[src/rtl/shiftreg_responder_if.sv]
// Controller-side link of the emulated 74HC165 chain: serial clock and load
// strobe from the controller, serial data back from the responder.
interface shiftreg_responder_if;
  logic shiftreg_clk;
  logic shiftreg_loadn;
  logic shiftreg_out;

  modport master (
    output shiftreg_clk,
    output shiftreg_loadn,
    input  shiftreg_out
  );

  modport slave (
    input  shiftreg_clk,
    input  shiftreg_loadn,
    output shiftreg_out
  );
endinterface

[src/rtl/shiftreg_responder.sv]
// Oversampled emulation of a parallel-in/serial-out button shift register chain,
// shifting MSB first and flagging completed and aborted frames.
module shiftreg_responder #(
  parameter int WIDTH       = 16,
  parameter int SYNC_STAGES = 2
) (
  input  logic                         clk,
  input  logic                         reset_n,
  input  logic [WIDTH-1:0]             buttons,
  input  logic                         ser_in,
  shiftreg_responder_if.slave          bus,
  output logic [$clog2(WIDTH+1)-1:0]   bit_count,
  output logic                         frame_done,
  output logic                         short_frame
);

  localparam int CW = $clog2(WIDTH + 1);
  localparam int AW = $clog2(SYNC_STAGES + 2);
  localparam logic [CW-1:0] FULL     = CW'(WIDTH);
  localparam logic [AW-1:0] ARM_INIT = AW'(SYNC_STAGES + 1);

  logic [SYNC_STAGES-1:0] clk_sync;
  logic [SYNC_STAGES-1:0] loadn_sync;
  logic [SYNC_STAGES-1:0] ser_sync;
  logic [WIDTH-1:0]       btn_sync [SYNC_STAGES];

  logic                   sync_clk;
  logic                   sync_loadn;
  logic                   sync_ser_in;
  logic [WIDTH-1:0]       sync_buttons;

  logic                   prev_clk;
  logic                   prev_loadn;
  logic [AW-1:0]          arm_cnt;
  logic                   armed;
  logic [WIDTH-1:0]       sreg;

  logic                   clk_rise;
  logic                   load_fall;

  assign sync_clk     = clk_sync[SYNC_STAGES-1];
  assign sync_loadn   = loadn_sync[SYNC_STAGES-1];
  assign sync_ser_in  = ser_sync[SYNC_STAGES-1];
  assign sync_buttons = btn_sync[SYNC_STAGES-1];

  assign clk_rise  = armed & sync_clk & ~prev_clk;
  assign load_fall = armed & ~sync_loadn & prev_loadn;

  assign bus.shiftreg_out = sreg[WIDTH-1];

  always_ff @(posedge clk or negedge reset_n) begin
    if (!reset_n) begin
      clk_sync   <= '0;
      loadn_sync <= '1;
      ser_sync   <= '0;
      for (int i = 0; i < SYNC_STAGES; i++) btn_sync[i] <= '0;
    end else begin
      clk_sync   <= {clk_sync[SYNC_STAGES-2:0], bus.shiftreg_clk};
      loadn_sync <= {loadn_sync[SYNC_STAGES-2:0], bus.shiftreg_loadn};
      ser_sync   <= {ser_sync[SYNC_STAGES-2:0], ser_in};
      btn_sync[0] <= buttons;
      for (int i = 1; i < SYNC_STAGES; i++) btn_sync[i] <= btn_sync[i-1];
    end
  end

  // Arming holds off edge detection until the synchronisers have flushed
  // their reset values, so a line already high at reset is not seen as an edge.
  always_ff @(posedge clk or negedge reset_n) begin
    if (!reset_n) begin
      arm_cnt <= ARM_INIT;
      armed   <= 1'b0;
    end else begin
      if (arm_cnt != '0) arm_cnt <= arm_cnt - AW'(1);
      if (arm_cnt == AW'(1)) armed <= 1'b1;
    end
  end

  always_ff @(posedge clk or negedge reset_n) begin
    if (!reset_n) begin
      prev_clk    <= 1'b0;
      prev_loadn  <= 1'b1;
      sreg        <= '0;
      bit_count   <= '0;
      frame_done  <= 1'b0;
      short_frame <= 1'b0;
    end else begin
      prev_clk    <= sync_clk;
      prev_loadn  <= sync_loadn;
      frame_done  <= 1'b0;
      short_frame <= 1'b0;
      if (armed && !sync_loadn) begin
        // Load dominates: any clock edge seen while loading is dropped.
        sreg        <= sync_buttons;
        bit_count   <= '0;
        short_frame <= load_fall && (bit_count != '0) && (bit_count != FULL);
      end else if (clk_rise) begin
        sreg <= {sreg[WIDTH-2:0], sync_ser_in};
        if (bit_count != FULL) begin
          bit_count  <= bit_count + CW'(1);
          frame_done <= (bit_count == FULL - CW'(1));
        end
      end
    end
  end

endmodule
[src/flat_wrapper.sv]
// flat-port wrapper written by rule: the top's interface ports become plain ports
module shiftreg_responder_flat 
#(
  parameter int WIDTH       = 16,
  parameter int SYNC_STAGES = 2
)
  (clk, reset_n, buttons, ser_in, bit_count, frame_done, short_frame, bus_shiftreg_clk, bus_shiftreg_loadn, bus_shiftreg_out);
  shiftreg_responder_if bus_i ();
  input  logic clk;
  input  logic reset_n;
  input  logic [WIDTH-1:0] buttons;
  input  logic ser_in;
  output logic [$clog2(WIDTH+1)-1:0] bit_count;
  output logic frame_done;
  output logic short_frame;
  input wire logic [$bits(bus_i.shiftreg_clk)-1:0] bus_shiftreg_clk;
  input wire logic [$bits(bus_i.shiftreg_loadn)-1:0] bus_shiftreg_loadn;
  output wire logic [$bits(bus_i.shiftreg_out)-1:0] bus_shiftreg_out;
  assign bus_i.shiftreg_clk = bus_shiftreg_clk;
  assign bus_i.shiftreg_loadn = bus_shiftreg_loadn;
  assign bus_shiftreg_out = bus_i.shiftreg_out;
  shiftreg_responder #(.WIDTH(WIDTH), .SYNC_STAGES(SYNC_STAGES)) u_core (.clk(clk), .reset_n(reset_n), .buttons(buttons), .ser_in(ser_in), .bus(bus_i), .bit_count(bit_count), .frame_done(frame_done), .short_frame(short_frame));
endmodule
[config.mk]
export PLATFORM = sky130hd
export DESIGN_NAME = shiftreg_responder_flat
export DESIGN_NICKNAME = d
export VERILOG_FILES = /design/src/rtl/shiftreg_responder_if.sv /design/src/rtl/shiftreg_responder.sv /design/src/flat_wrapper.sv
export SDC_FILE = /design/constraint.sdc
export NUM_CORES = 1
export LEC_CHECK = 0
export ABC_AREA = 0
export ABC_CLOCK_PERIOD_IN_PS = 1900
export CORE_ASPECT_RATIO = 0.5
export CORE_UTILIZATION = 51
export DETAILED_ROUTE_END_ITERATION = 10
export PLACE_DENSITY = 0.75
export SLEW_MARGIN = 20
export SYNTH_ARGS = -nofsm -noshare
export SYNTH_HDL_FRONTEND = slang
export SYNTH_SLANG_ARGS = --single-unit
export TNS_END_PERCENT = 10
[constraint.sdc]
create_clock -name clk -period 1.9 [get_ports clk]
set_clock_uncertainty 0.1 [all_clocks]
set_input_delay 0.38 -clock clk [delete_from_list [all_inputs] [get_ports clk]]
set_output_delay 0.38 -clock clk [all_outputs]
set_load 0.02 [all_outputs]
Yosys cells after proc, flatten, opt, wreduce, memory -nomap -nowiden
Index checks and enable logic that the tools add are counted.
- input port bits: 21
- bits in writable memories: 0
- output and inout port bits: 8
- bits in latches: 0
- logic and storage cells: 42
- flip-flop bits (word level): 66
- memories kept: 0
- memory bits (read-only): 0
- equal/unequal tests: 3
- divide/modulo/power cells: 0
- order comparisons: 0
- reductions and logical operators: 9
- $add $sub $neg: 2
- shift operators: 0
- multiply operators: 0
- multiplexer cells: 9
- bitwise gates (word level): 6
- operator list (cell ; count):
    16-bit two-way mux ; 2
    5-bit two-way mux ; 3
    2-bit nonzero test ; 3
    5-bit by 1-bit adder with 5-bit output (second input constant) ; 1
    5-bit by 4-bit equality test with 1-bit output (second input constant) ; 1
    5-bit inequality test (second input constant) ; 1
    5-bit nonzero test ; 1
    1-bit AND ; 4
    1-bit two-way mux ; 4
    1-bit logical AND ; 3
    2-bit by 1-bit equality test with 1-bit output (second input constant) ; 1
    1-bit inverter ; 2
    2-bit AND reduction ; 1
    2-bit by 1-bit subtractor with 2-bit output (second input constant) ; 1
    1-bit logical NOT ; 1

Logic depth before layout (Yosys ltp)
Gate-level depths: netlist (run 1).
- depth after elaboration: 6
- depth in mapped cells: 6
- gate-level depth less buffers: 6

Least setup slack after synthesis (run 1)
Ideal clock, no wire load.
- path kind: flip-flop to flip-flop
- start point: register u_core.bit_count[0]
- end point: register u_core.bit_count[4]
- arrival time: 1375 ps
- setup slack: 304 ps
- setup time: 121 ps
- required time: 1679 ps
- stages on the path, launching flop included: 6
- path buffers: 0
- period minus slack after synthesis: 1596 ps
- cell sequence: dfrtp_1 -> ha_1 -> and3_1 -> ha_1 -> inv_1 -> a22o_1
- longest elaborated chain between the ends: 4
- elaborated cells between the ends (all ways): 7
- those cells by class: 1 x add/sub; 1 x eq/ne; 3 x mux; 2 x reduce/logical
- ends and longest elaborated chain (element ; line ; source):
    from (decl) ; shiftreg_responder.sv:12 ; output logic [$clog2(WIDTH+1)-1:0] bit_count,
    from (signal assigned) ; shiftreg_responder.sv:99 ; bit_count <= bit_count + CW'(1);
    5-bit by 1-bit adder with 5-bit output ; shiftreg_responder.sv:99 ;
    5-bit two-way mux ; shiftreg_responder.sv:98 ; if (bit_count != FULL) begin
    5-bit two-way mux ; shiftreg_responder.sv:96 ; end else if (clk_rise) begin
    5-bit two-way mux ; shiftreg_responder.sv:91 ; if (armed && !sync_loadn) begin
Several ways; a longest one is shown, not always the timed one. The select of a mux whose other input is x is not followed.
A chain may end at the register's enable or synchronous reset.

Worst setup path in the final report (run 1)
- start point: register u_core.bit_count[4]
- end point: output port bit_count[4]
- RTL lines (element ; line ; source):
    to (decl) ; flat_wrapper.sv:13 ; output logic [$clog2(WIDTH+1)-1:0] bit_count;
No word-level cell between the ends.

==> results of run 1 <==
## routing by layer
layer / vias up / global-route usage [%]
li1: 591 / -
met1: 648 / 24.0
met2: 50 / 29.6
met3: 6 / 6.13
met4: 0 / 9.85
met5: - / 0
## state kept, by name, indices dropped and copies added (netlist names)
register,count
u_core.frame_done,1
u_core.btn_sync,16
u_core.prev_loadn,1
u_core.sreg,16
u_core.short_frame,1
u_core.arm_cnt,2
u_core.loadn_sync,2
u_core.ser_sync,2
u_core.sync_buttons,16
u_core.bit_count,5
u_core.clk_sync,2
u_core.armed,1
u_core.prev_clk,1
## layout make-up
cell class	instances	area [sq um]
clock buffer	10	138
clock inverter	6	114
fill	267	1190
inverter	20	75.1
multi-input combinational	55	443
sequential	66	1660
tap	54	67.6
timing repair buffer	34	338
## cells by family after synthesis
group | after synthesis
AO/OA/AOI/OAI | 25
XOR/XNOR | 1
adder cells (fa/ha/maj) | 5
buffers and inverters | 25
flip-flops | 66
multiplexers | 4
AND/OR/NAND/NOR | 20
## per-stage QoR
stage / hold slack (ns) / total power, W
global route: 0.254 / 0.00307
floorplan: -0.0156 / 0.00149
finish: 0.247 / 0.00297
detailed placement: 0.235 / 0.00157
global placement: 0.232 / 0.00156
CTS: 0.250 / 0.00300
## Yosys cell counts
library cell / n / share of area [%]
nand2b_1: 1 / 0.28
nand3_1: 2 / 0.45
or2_1: 1 / 0.28
and2_4: 1 / 0.40
ha_1: 5 / 2.8
o21ai_1: 3 / 0.68
a41oi_1: 1 / 0.40
dfrtp_1: 61 / 69
nand4bb_1: 1 / 0.51
buf_2: 2 / 0.45
and4b_1: 1 / 0.45
o21ai_2: 1 / 0.40
a31oi_1: 2 / 0.56
a222oi_1: 13 / 5.9
buf_4: 1 / 0.34
buf_6: 2 / 1.0
nand4_1: 1 / 0.28
a22o_1: 2 / 0.79
mux2_2: 1 / 0.51
nor2_1: 1 / 0.17
dfstp_2: 5 / 5.9
nand3b_1: 1 / 0.34
nor2b_2: 1 / 0.40
o21a_1: 1 / 0.34
nor2b_1: 1 / 0.28
xnor2_1: 1 / 0.40
nand2_1: 6 / 1.0
and3_1: 2 / 0.56
a21oi_1: 2 / 0.45
inv_1: 20 / 3.4
mux2i_1: 3 / 1.4
## layout by cell type, fill, tap and decap left out, types with 2 or more instances in the layout
cell type / count
ha_1: 5
clkdlybuf4s50_1: 23
a21oi_1: 2
clkinvlp_4: 2
dfrtp_1: 61
and3_1: 2
o21ai_1: 3
a31oi_1: 2
dlymetal6s2s_1: 2
nand2_1: 6
clkbuf_8: 10
nand3_1: 2
dlygate4sd2_1: 2
mux2i_1: 3
a22o_1: 2
dfstp_2: 5
inv_1: 20
buf_4: 4
a222oi_1: 13
bufinv_16: 3
## power groups by stage
stage	clock, W	sequential (W)	combinational, W
6_report	0.00143	0.00146	0.0000765
5_1_grt	0.00151	0.00147	0.0000869
4_1_cts	0.00146	0.00146	0.0000794
3_5_place_dp	0	0.00149	0.0000772
3_3_place_gp	0	0.00149	0.0000756
2_1_floorplan	0	0.00149	0.00000394
## repair_timing
action / in CTS / in global routing
setup buffers: 0 / 0
pin swaps: 0 / 0
resized for setup: 2 / 2
endpoints found under the hold margin: 19 / 0
hold buffers: 1 / 0
setup endpoints to repair: 2 / 2
## final timing paths
kind / endpoint / cells past startpoint / slack [ns] / from
worst max-delay path: bit_count[4] / 1 / 0.08 / u_core.bit_count[4]
max in group asynchronous: u_core.sreg[7] / 3 / 0.64 / reset_n
worst min register to register: u_core.sync_buttons[15] / 0 / 0.25 / u_core.btn_sync[31]
worst max register to register: u_core.sreg[6] / 4 / 0.32 / u_core.armed
worst min-delay path: u_core.sync_buttons[15] / 0 / 0.25 / u_core.btn_sync[31]
min in group asynchronous: u_core.btn_sync[22] / 2 / 0.46 / reset_n
==> impl_metrics.env, run 1 <==
export IMPL_timing_fmax_ghz=0.549
export IMPL_m1WireLength_um=1520
export IMPL_p_switching_w=0.000564
export IMPL_vias_per_cell=5.29
export IMPL_critPathKind="flop to output port"
export IMPL_clkTransAtPathRegs_ns=0.07
export IMPL_layout_cells_non_filler=245
export IMPL_cts_path_max_buffers=2
export IMPL_fin_nets=212
export IMPL_cp_cell_sequence="clkdlybuf4s50_1"
export IMPL_worstMarginPinSlew_ns=0.515
export IMPL_drt_iter0_drc=82
export IMPL_dp_hpwl_um=2230
export IMPL_cts_buffers=9
export IMPL_max_slew_margin_rel_pct=65.7
export IMPL_numPortBuffers=28
export IMPL_yosys_warnings=0
export IMPL_ys_seq_elements=66
export IMPL_met3_length_um=206
export IMPL_utilization_pct=70.4
export IMPL_hold_path_class="flop to flop"
export IMPL_io_pins=29
export IMPL_drc_errors=0
export IMPL_p_leak_nw=1.42
export IMPL_synth_compound_area_share_pct=9.49
export IMPL_synthCells=146
export IMPL_synth_cell_area_sq_um=2220
export IMPL_num_antenna_cells=0
export IMPL_arrival_ns=1.34
export IMPL_synth_top_family_by_area="compound AO/OA/AOI/OAI gates"
export IMPL_yosysSeqAreaShare_pct=74.8
export IMPL_fp_dieW_um=95.2
export IMPL_status="completed"
export IMPL_hold_viol=0
export IMPL_intPower_w=0.00240
export IMPL_fin_setup_tns_ns=0
export IMPL_avgRoutedWirePerCell_um=14.7
export IMPL_ys_types=31
export IMPL_setup_viol=0
export IMPL_h_tree_depth=3
export IMPL_yosys_area_share_simple_pct=5.42
export IMPL_period_share_pct=95.8
export IMPL_dp_slack_ns=0.324
export IMPL_grt_pass1_wl_um=6300
export IMPL_fin_ws_ns=0.0800
export IMPL_grt_total_usage_pct=19.0
export IMPL_crit_path_end_kind="output port"
export IMPL_crit_fanout=4
export IMPL_seq_power_share_pct=49.4
export IMPL_max_stage_delay_ns=0.62
export IMPL_antenna_found_initial=0
export IMPL_die_height_um=48.6
export IMPL_critPathLaunchType="flop"
export IMPL_combPwrFrac_pct=2.6
export IMPL_placed_area_sq_um=2570
export IMPL_cts_tree="done"
export IMPL_syn_nets=172
export IMPL_dr_pass1_iters=6
export IMPL_p_per_area_nw_per_um2=1050
export IMPL_dp_cells=228
export IMPL_top_layer="met4"
export IMPL_synth_adder_area_share_pct=2.82
export IMPL_switching_share_pct=19.0
export IMPL_wl_um=3590
export IMPL_clockPowerShare_pct=48.1
export IMPL_grt_pass1_vias=1361
export IMPL_crit_slowest_cell="clkdlybuf4s50_1"
export IMPL_grt_max_degree=30
export IMPL_maxCapViolCount=0
export IMPL_start_util_pct=55.1
export IMPL_fin_area_sq_um=2830
export IMPL_gp_congestion=0.812
export IMPL_clock_sinks=66
export IMPL_clk_latency_ns=0.33
export IMPL_muxShareOfSynthArea_pct=1.86
export IMPL_clockRootBuffer="clkbuf_8"
export IMPL_dieArea_sq_um=4630
export IMPL_required_ns=1.42
export IMPL_grt_ovfl_total=0
export IMPL_grt_setup_unrepaired="false"
export IMPL_cp_top_family="buffers and inverters"
export IMPL_crit_buf_inv=1
export IMPL_num_rows=16
export IMPL_period_minus_slack_ns=1.82
export IMPL_slew_violations=0
export IMPL_syn_to_final_growth_pct=27.8
export IMPL_synth_xor_area_share_pct=0.395
export IMPL_vias=1295
export IMPL_postRouteAntennaNets=0
export IMPL_peakVddDrop_v=0.000856
export IMPL_core_area_sq_um=4020
export IMPL_drive_gt1_share_pct=16.2
export IMPL_wl_met2_um=1820
export IMPL_syn_area_per_cell_sq_um=15.2
Note: power is estimated with default switching activity, not from simulation.
==> run 2, diff against run 1 <==
--- a/config.mk
+++ b/config.mk
@@ -6,9 +6,10 @@
 export NUM_CORES = 1
 export LEC_CHECK = 0
 export ABC_AREA = 0
-export ABC_CLOCK_PERIOD_IN_PS = 1900
+export ABC_CLOCK_PERIOD_IN_PS = 2200
 export CORE_ASPECT_RATIO = 0.5
 export CORE_UTILIZATION = 51
+export CTS_CLUSTER_SIZE = 14
 export DETAILED_ROUTE_END_ITERATION = 10
 export PLACE_DENSITY = 0.75
 export SLEW_MARGIN = 20
==> constraint.sdc (replaced) <==
create_clock -name clk -period 2.2 [get_ports clk]
set_clock_uncertainty 0.1 [all_clocks]
set_input_delay 0.44 -clock clk [delete_from_list [all_inputs] [get_ports clk]]
set_output_delay 0.44 -clock clk [all_outputs]
set_load 0.02 [all_outputs]
==> run 2 against run 1 <==
  * Core utilization fell by 1.2 points
  * Global-route usage is 1.3 points lower
  * Register-to-register slack improved by 0.26 ns
  * Count of clock-buffer cells in the layout is 1 lower
  * Clock power decreased by 22%
  * Sequential cell count stayed put
  * Sequential share of layout area increased by 0.97 points
  * Worst hold slack got worse by 0.24 ns
  * Critical endpoint is now bit_count[2]
==> impl_metrics.env, run 2 (synthesis results as in run 1) <==
export IMPL_arrival_ns=1.44
export IMPL_drt_iter0_drc=143
export IMPL_period_share_pct=89.8
export IMPL_cts_hold_buf=0
export IMPL_clockRootBuffer="clkbuf_8"
export IMPL_dp_cells=227
export IMPL_ctsResizeCount=0
export IMPL_clock_sinks=66
export IMPL_grt_total_usage_pct=17.7
export IMPL_postRouteAntennaNets=0
export IMPL_start_util_pct=55.1
export IMPL_worstSetupPathDepth=1
export IMPL_grt_max_degree=67
export IMPL_setup_viol=0
export IMPL_num_rows=16
export IMPL_core_area_sq_um=4020
export IMPL_rr_worst_depth=4
export IMPL_syn_to_final_growth_pct=25.7
export IMPL_dr_pass1_iters=4
export IMPL_rr_startpoint="u_core.loadn_sync[1]"
export IMPL_vias_per_cell=5.17
export IMPL_critPathKind="flop to output port"
export IMPL_grt_pass1_vias=1256
export IMPL_fp_dieW_um=95.2
export IMPL_placed_area_sq_um=2560
export IMPL_num_antenna_cells=0
export IMPL_hold_path_class="input pin to asynchronous set/reset pin"
export IMPL_reg2reg_slack_ns=0.58
export IMPL_grt_setup_unrepaired="false"
export IMPL_p_switching_w=0.000504
export IMPL_maxCapViolCount=0
export IMPL_slew_violations=0
export IMPL_io_pins=29
export IMPL_gp_congestion=0.783
export IMPL_fin_setup_tns_ns=0
export IMPL_timing_fmax_ghz=0.506
export IMPL_dp_hpwl_um=2200
export IMPL_switching_share_pct=20.7
export IMPL_crit_path_end_kind="output port"
export IMPL_clkTransAtPathRegs_ns=0.08
export IMPL_finalPower_w=0.00244
export IMPL_max_stage_delay_ns=0.64
export IMPL_p_leak_nw=1.36
export IMPL_cts_path_max_buffers=2
export IMPL_final_common_cell="dfrtp_1"
export IMPL_grt_ovfl_total=0
export IMPL_critPathLaunchType="flop"
export IMPL_p_per_area_nw_per_um2=874
export IMPL_required_ns=1.66
export IMPL_layout_common_cells="dfrtp_1 (61), clkdlybuf4s50_1 (27), inv_1 (20)"
export IMPL_numPortBuffers=28
export IMPL_clockPowerShare_pct=45.5
export IMPL_worstMarginPinSlew_ns=0.637
export IMPL_avgRoutedWirePerCell_um=13.8
export IMPL_crit_buf_inv=1
export IMPL_dieArea_sq_um=4630
export IMPL_cp_top_family="buffers and inverters"
export IMPL_peakVddDrop_v=0.000426
export IMPL_hold_viol=0
export IMPL_crit_fanout=8
export IMPL_vias=1256
export IMPL_antenna_found_initial=0
export IMPL_intPower_w=0.00193
export IMPL_cts_setup_buffers=0
export IMPL_wl_um=3360
export IMPL_crit_slowest_cell="clkdlybuf4s50_1"
export IMPL_drive_gt1_share_pct=15.9
export IMPL_die_height_um=48.6
export IMPL_cp_cell_sequence="clkdlybuf4s50_1"
export IMPL_status="completed"
export IMPL_cts_buffers=9
export IMPL_clk_latency_ns=0.34
export IMPL_fin_nets=210
export IMPL_max_slew_margin_rel_pct=57.5
export IMPL_combPwrFrac_pct=2.6
export IMPL_seq_power_share_pct=51.9
export IMPL_cts_tree="done"
export IMPL_period_minus_slack_ns=1.98
export IMPL_drc_errors=0
export IMPL_r2r_end="u_core.sreg[4]"
export IMPL_h_tree_depth=3
export IMPL_grt_pass1_wl_um=5730
export IMPL_fin_area_sq_um=2790
export IMPL_layout_cells_non_filler=243
[run 2: stage by stage]
stage               worst slack (ns)  util, %  hold slack [ns]
finish                         0.225     69.2          0.00550
global route                   0.127     69.2           0.0169
CTS                            0.209     69.2          0.00551
detailed placement             0.596     63.7            0.235
global placement               0.609     63.7            0.233
floorplan                      0.604        -           0.0444
[run 2: final cells by class]
cell class              instances  area [sq um]
flip-flops and latches         66          1660
fillers                       261          1240
multi-input cells              55           443
repair buffers                 32           318
clock buffers                   9           124
clock inverters                 7           101
inverters                      20          75.1
well taps                      54          67.6
[run 2: worst max-delay path by stage]
stage / from / endpoint
2_1_floorplan: u_core.bit_count[0] / u_core.bit_count[4]
3_3_place_gp: u_core.bit_count[2] / bit_count[2]
3_5_place_dp: u_core.bit_count[2] / bit_count[2]
4_1_cts: u_core.bit_count[2] / bit_count[2]
5_1_grt: u_core.bit_count[2] / bit_count[2]
6_report: u_core.bit_count[2] / bit_count[2]
[run 2: metal layers]
| layer | vias up | part of all wire [%] | track usage, % |
|---|---|---|---|
| li1 | 585 | - | - |
| met1 | 617 | 44 | 22.5 |
| met2 | 48 | 48 | 24.3 |
| met3 | 6 | 7.0 | 9.43 |
| met4 | 0 | 1.2 | 10.1 |
| met5 | - | 0 | 0 |
[run 2: power by group through the flow]
| stage | clock, W | sequential (W) | combinational, W |
|---|---|---|---|
| 2_1_floorplan | 0 | 0.00128 | 0.00000340 |
| 3_3_place_gp | 0 | 0.00129 | 0.0000637 |
| 3_5_place_dp | 0 | 0.00129 | 0.0000653 |
| 4_1_cts | 0.00114 | 0.00126 | 0.0000655 |
| 5_1_grt | 0.00120 | 0.00127 | 0.0000722 |
| 6_report | 0.00111 | 0.00126 | 0.0000634 |
[run 2: worst reg2reg max path, delay by kind of cell (launching register included)]
family,cells,cell delay [ns]
buffers and inverters,2,0.17
AOI/OAI and AO/OA,2,0.73
DFF,1,0.56
==> run 3, diff against run 2 <==
--- a/config.mk
+++ b/config.mk
@@ -6,12 +6,12 @@
 export NUM_CORES = 1
 export LEC_CHECK = 0
 export ABC_AREA = 0
-export ABC_CLOCK_PERIOD_IN_PS = 2200
+export ABC_CLOCK_PERIOD_IN_PS = 1590
 export CORE_ASPECT_RATIO = 0.5
-export CORE_UTILIZATION = 51
+export CORE_UTILIZATION = 48
 export CTS_CLUSTER_SIZE = 14
 export DETAILED_ROUTE_END_ITERATION = 10
-export PLACE_DENSITY = 0.75
+export PLACE_DENSITY = 0.74
 export SLEW_MARGIN = 20
 export SYNTH_ARGS = -nofsm -noshare
 export SYNTH_HDL_FRONTEND = slang
==> constraint.sdc (replaced) <==
create_clock -name clk -period 1.59 [get_ports clk]
set_clock_uncertainty 0.1 [all_clocks]
set_input_delay 0.318 -clock clk [delete_from_list [all_inputs] [get_ports clk]]
set_output_delay 0.318 -clock clk [all_outputs]
set_load 0.02 [all_outputs]
==> run 3 against run 2 <==
  * First-iteration DRC count down 35%
  * Combinational power up 53%
  * Total power grew 29%
  * Worst setup slack lost 0.18 ns
  * Critical path type unchanged
  * Routed wire length grew 9.7%
  * The run now ends with design-rule violations left
  * Largest power group unchanged
==> impl_metrics.env, run 3 (synthesis results as in run 1) <==
export IMPL_io_pins=29
export IMPL_cts_tree="done"
export IMPL_holdCritStartpoint="u_core.clk_sync[0]"
export IMPL_vias_per_cell=5.15
export IMPL_r2r_end="u_core.bit_count[0]"
export IMPL_drt_iter0_drc=93
export IMPL_grt_pass1_wl_um=6220
export IMPL_avgRoutedWirePerCell_um=14.8
export IMPL_arrival_ns=1.13
export IMPL_numPortBuffers=28
export IMPL_peakVddDrop_v=0.000430
export IMPL_required_ns=1.17
export IMPL_whs_endpoint="u_core.clk_sync[1]"
export IMPL_vias=1287
export IMPL_crit_path_end_kind="output port"
export IMPL_grt_setup_unrepaired="true"
export IMPL_fp_dieW_um=98.1
export IMPL_worstMarginPinSlew_ns=0.364
export IMPL_intPower_w=0.00251
export IMPL_grt_total_usage_pct=17.9
export IMPL_num_rows=17
export IMPL_crit_fanout=6
export IMPL_combPwrFrac_pct=3.1
export IMPL_core_area_sq_um=4420
export IMPL_clkTransAtPathRegs_ns=0.07
export IMPL_cp_cell_sequence="clkdlybuf4s15_1"
export IMPL_timing_fmax_ghz=0.648
export IMPL_period_share_pct=97.1
export IMPL_seq_power_share_pct=55.6
export IMPL_setup_viol=0
export IMPL_switching_share_pct=20.4
export IMPL_clk_latency_ns=0.33
export IMPL_p_per_area_nw_per_um2=1120
export IMPL_syn_to_final_growth_pct=27.3
export IMPL_crit_buf_inv=1
export IMPL_h_tree_depth=3
export IMPL_dieArea_sq_um=4910
export IMPL_grt_ovfl_total=0
export IMPL_fin_nets=214
export IMPL_grt_max_degree=35
export IMPL_violations="design-rule violations"
export IMPL_hold_viol=0
export IMPL_grt_pass1_vias=1294
export IMPL_placed_area_sq_um=2630
export IMPL_finalPower_w=0.00315
export IMPL_cp_top_family="flip-flops"
export IMPL_cts_buffers=9
export IMPL_p_leak_nw=1.39
export IMPL_cts_setup_buffers=0
export IMPL_status="complete, but fails checks"
export IMPL_postRouteAntennaNets=0
export IMPL_cts_path_max_buffers=2
export IMPL_critPathLaunchType="flop"
export IMPL_clockRootBuffer="clkbuf_8"
export IMPL_gp_congestion=0.740
export IMPL_drc_errors=2
export IMPL_antenna_found_initial=0
export IMPL_p_switching_w=0.000644
export IMPL_dr_pass1_iters=11
export IMPL_dp_hpwl_um=2420
export IMPL_final_common_cell="dfrtp_1"
export IMPL_slew_violations=0
export IMPL_drive_gt1_share_pct=17.6
export IMPL_wl_um=3690
export IMPL_layout_common_cells="dfrtp_1 (59), inv_1 (20), clkdlybuf4s50_1 (19)"
export IMPL_clockPowerShare_pct=41.4
export IMPL_fin_area_sq_um=2820
export IMPL_hold_path_class="flop to flop"
export IMPL_start_util_pct=50.1
export IMPL_num_antenna_cells=0
export IMPL_max_slew_margin_rel_pct=75.7
export IMPL_rr_startpoint="u_core.bit_count[1]"
export IMPL_die_height_um=50.0
export IMPL_maxCapViolCount=0
export IMPL_period_minus_slack_ns=1.54
export IMPL_max_stage_delay_ns=0.46
export IMPL_clock_sinks=66
export IMPL_critPathKind="flop to output port"
export IMPL_min_delay_path_depth=0
export IMPL_crit_slowest_cell="dfrtp_1"
export IMPL_reg2reg_slack_ns=0.06
export IMPL_rr_worst_depth=5
-- run 3: area by class of cell --
class,instances,area (sq um)
clock inverter,5,55.1
multi-input combinational,55,445
sequential,66,1660
fill,331,1600
clock buffer,11,131
inverter,20,75.1
tap,57,71.3
timing repair buffer,36,382
-- run 3: worst max-delay path by stage --
| stage | startpoint | end | slack [ns] | cells after the start |
|---|---|---|---|---|
| finish | u_core.bit_count[1] | bit_count[1] | 0.05 | 1 |
| global route | u_core.bit_count[1] | u_core.bit_count[0] | -0.001 | 5 |
| CTS | u_core.bit_count[1] | bit_count[1] | 0.004 | 1 |
| detailed placement | u_core.bit_count[0] | u_core.bit_count[4] | 0.05 | 5 |
| global placement | u_core.bit_count[0] | u_core.bit_count[4] | 0.07 | 5 |
| floorplan | u_core.bit_count[1] | u_core.bit_count[4] | 0.02 | 5 |
-- run 3: power by group through the flow --
stage               combinational [W]  sequential (W)  clock, W
finish                      0.0000969         0.00175   0.00130
global route                 0.000108         0.00175   0.00143
CTS                          0.000101         0.00175   0.00134
detailed placement          0.0000984         0.00178         0
global placement            0.0000942         0.00178         0
floorplan                  0.00000471         0.00178         0
-- run 3: layer usage --
| metal | wire [um] | track usage (%) | vias to the layer above |
|---|---|---|---|
| li1 | - | - | 588 |
| met3 | 168 | 7.66 | 4 |
| met4 | 53 | 9.85 | 0 |
| met2 | 1820 | 27.3 | 35 |
| met5 | 0 | 0 | - |
| met1 | 1640 | 21.9 | 660 |
-- run 3: per-stage QoR --
| stage | TNS [ns] | worst slack, ns | utilization [%] | hold WS [ns] | cells |
|---|---|---|---|---|---|
| floorplan | 0 | 0.0162 | - | -0.0776 | 146 |
| global placement | 0 | 0.0719 | 59.4 | 0.140 | 233 |
| detailed placement | 0 | 0.0472 | 59.4 | 0.157 | 233 |
| CTS | 0 | 0.00418 | 63.6 | 0.250 | 250 |
| global route | -0.00143 | -0.00143 | 63.7 | 0.259 | 250 |
| finish | 0 | 0.0459 | 63.7 | 0.248 | 250 |
-- run 3: timing repair --
item / 4_1_cts / 5_1_grt
hold endpoints to repair: 10 / 0
gates resized for setup: 9 / 4
hold buffers: 1 / 0
setup endpoints to repair: 8 / 5
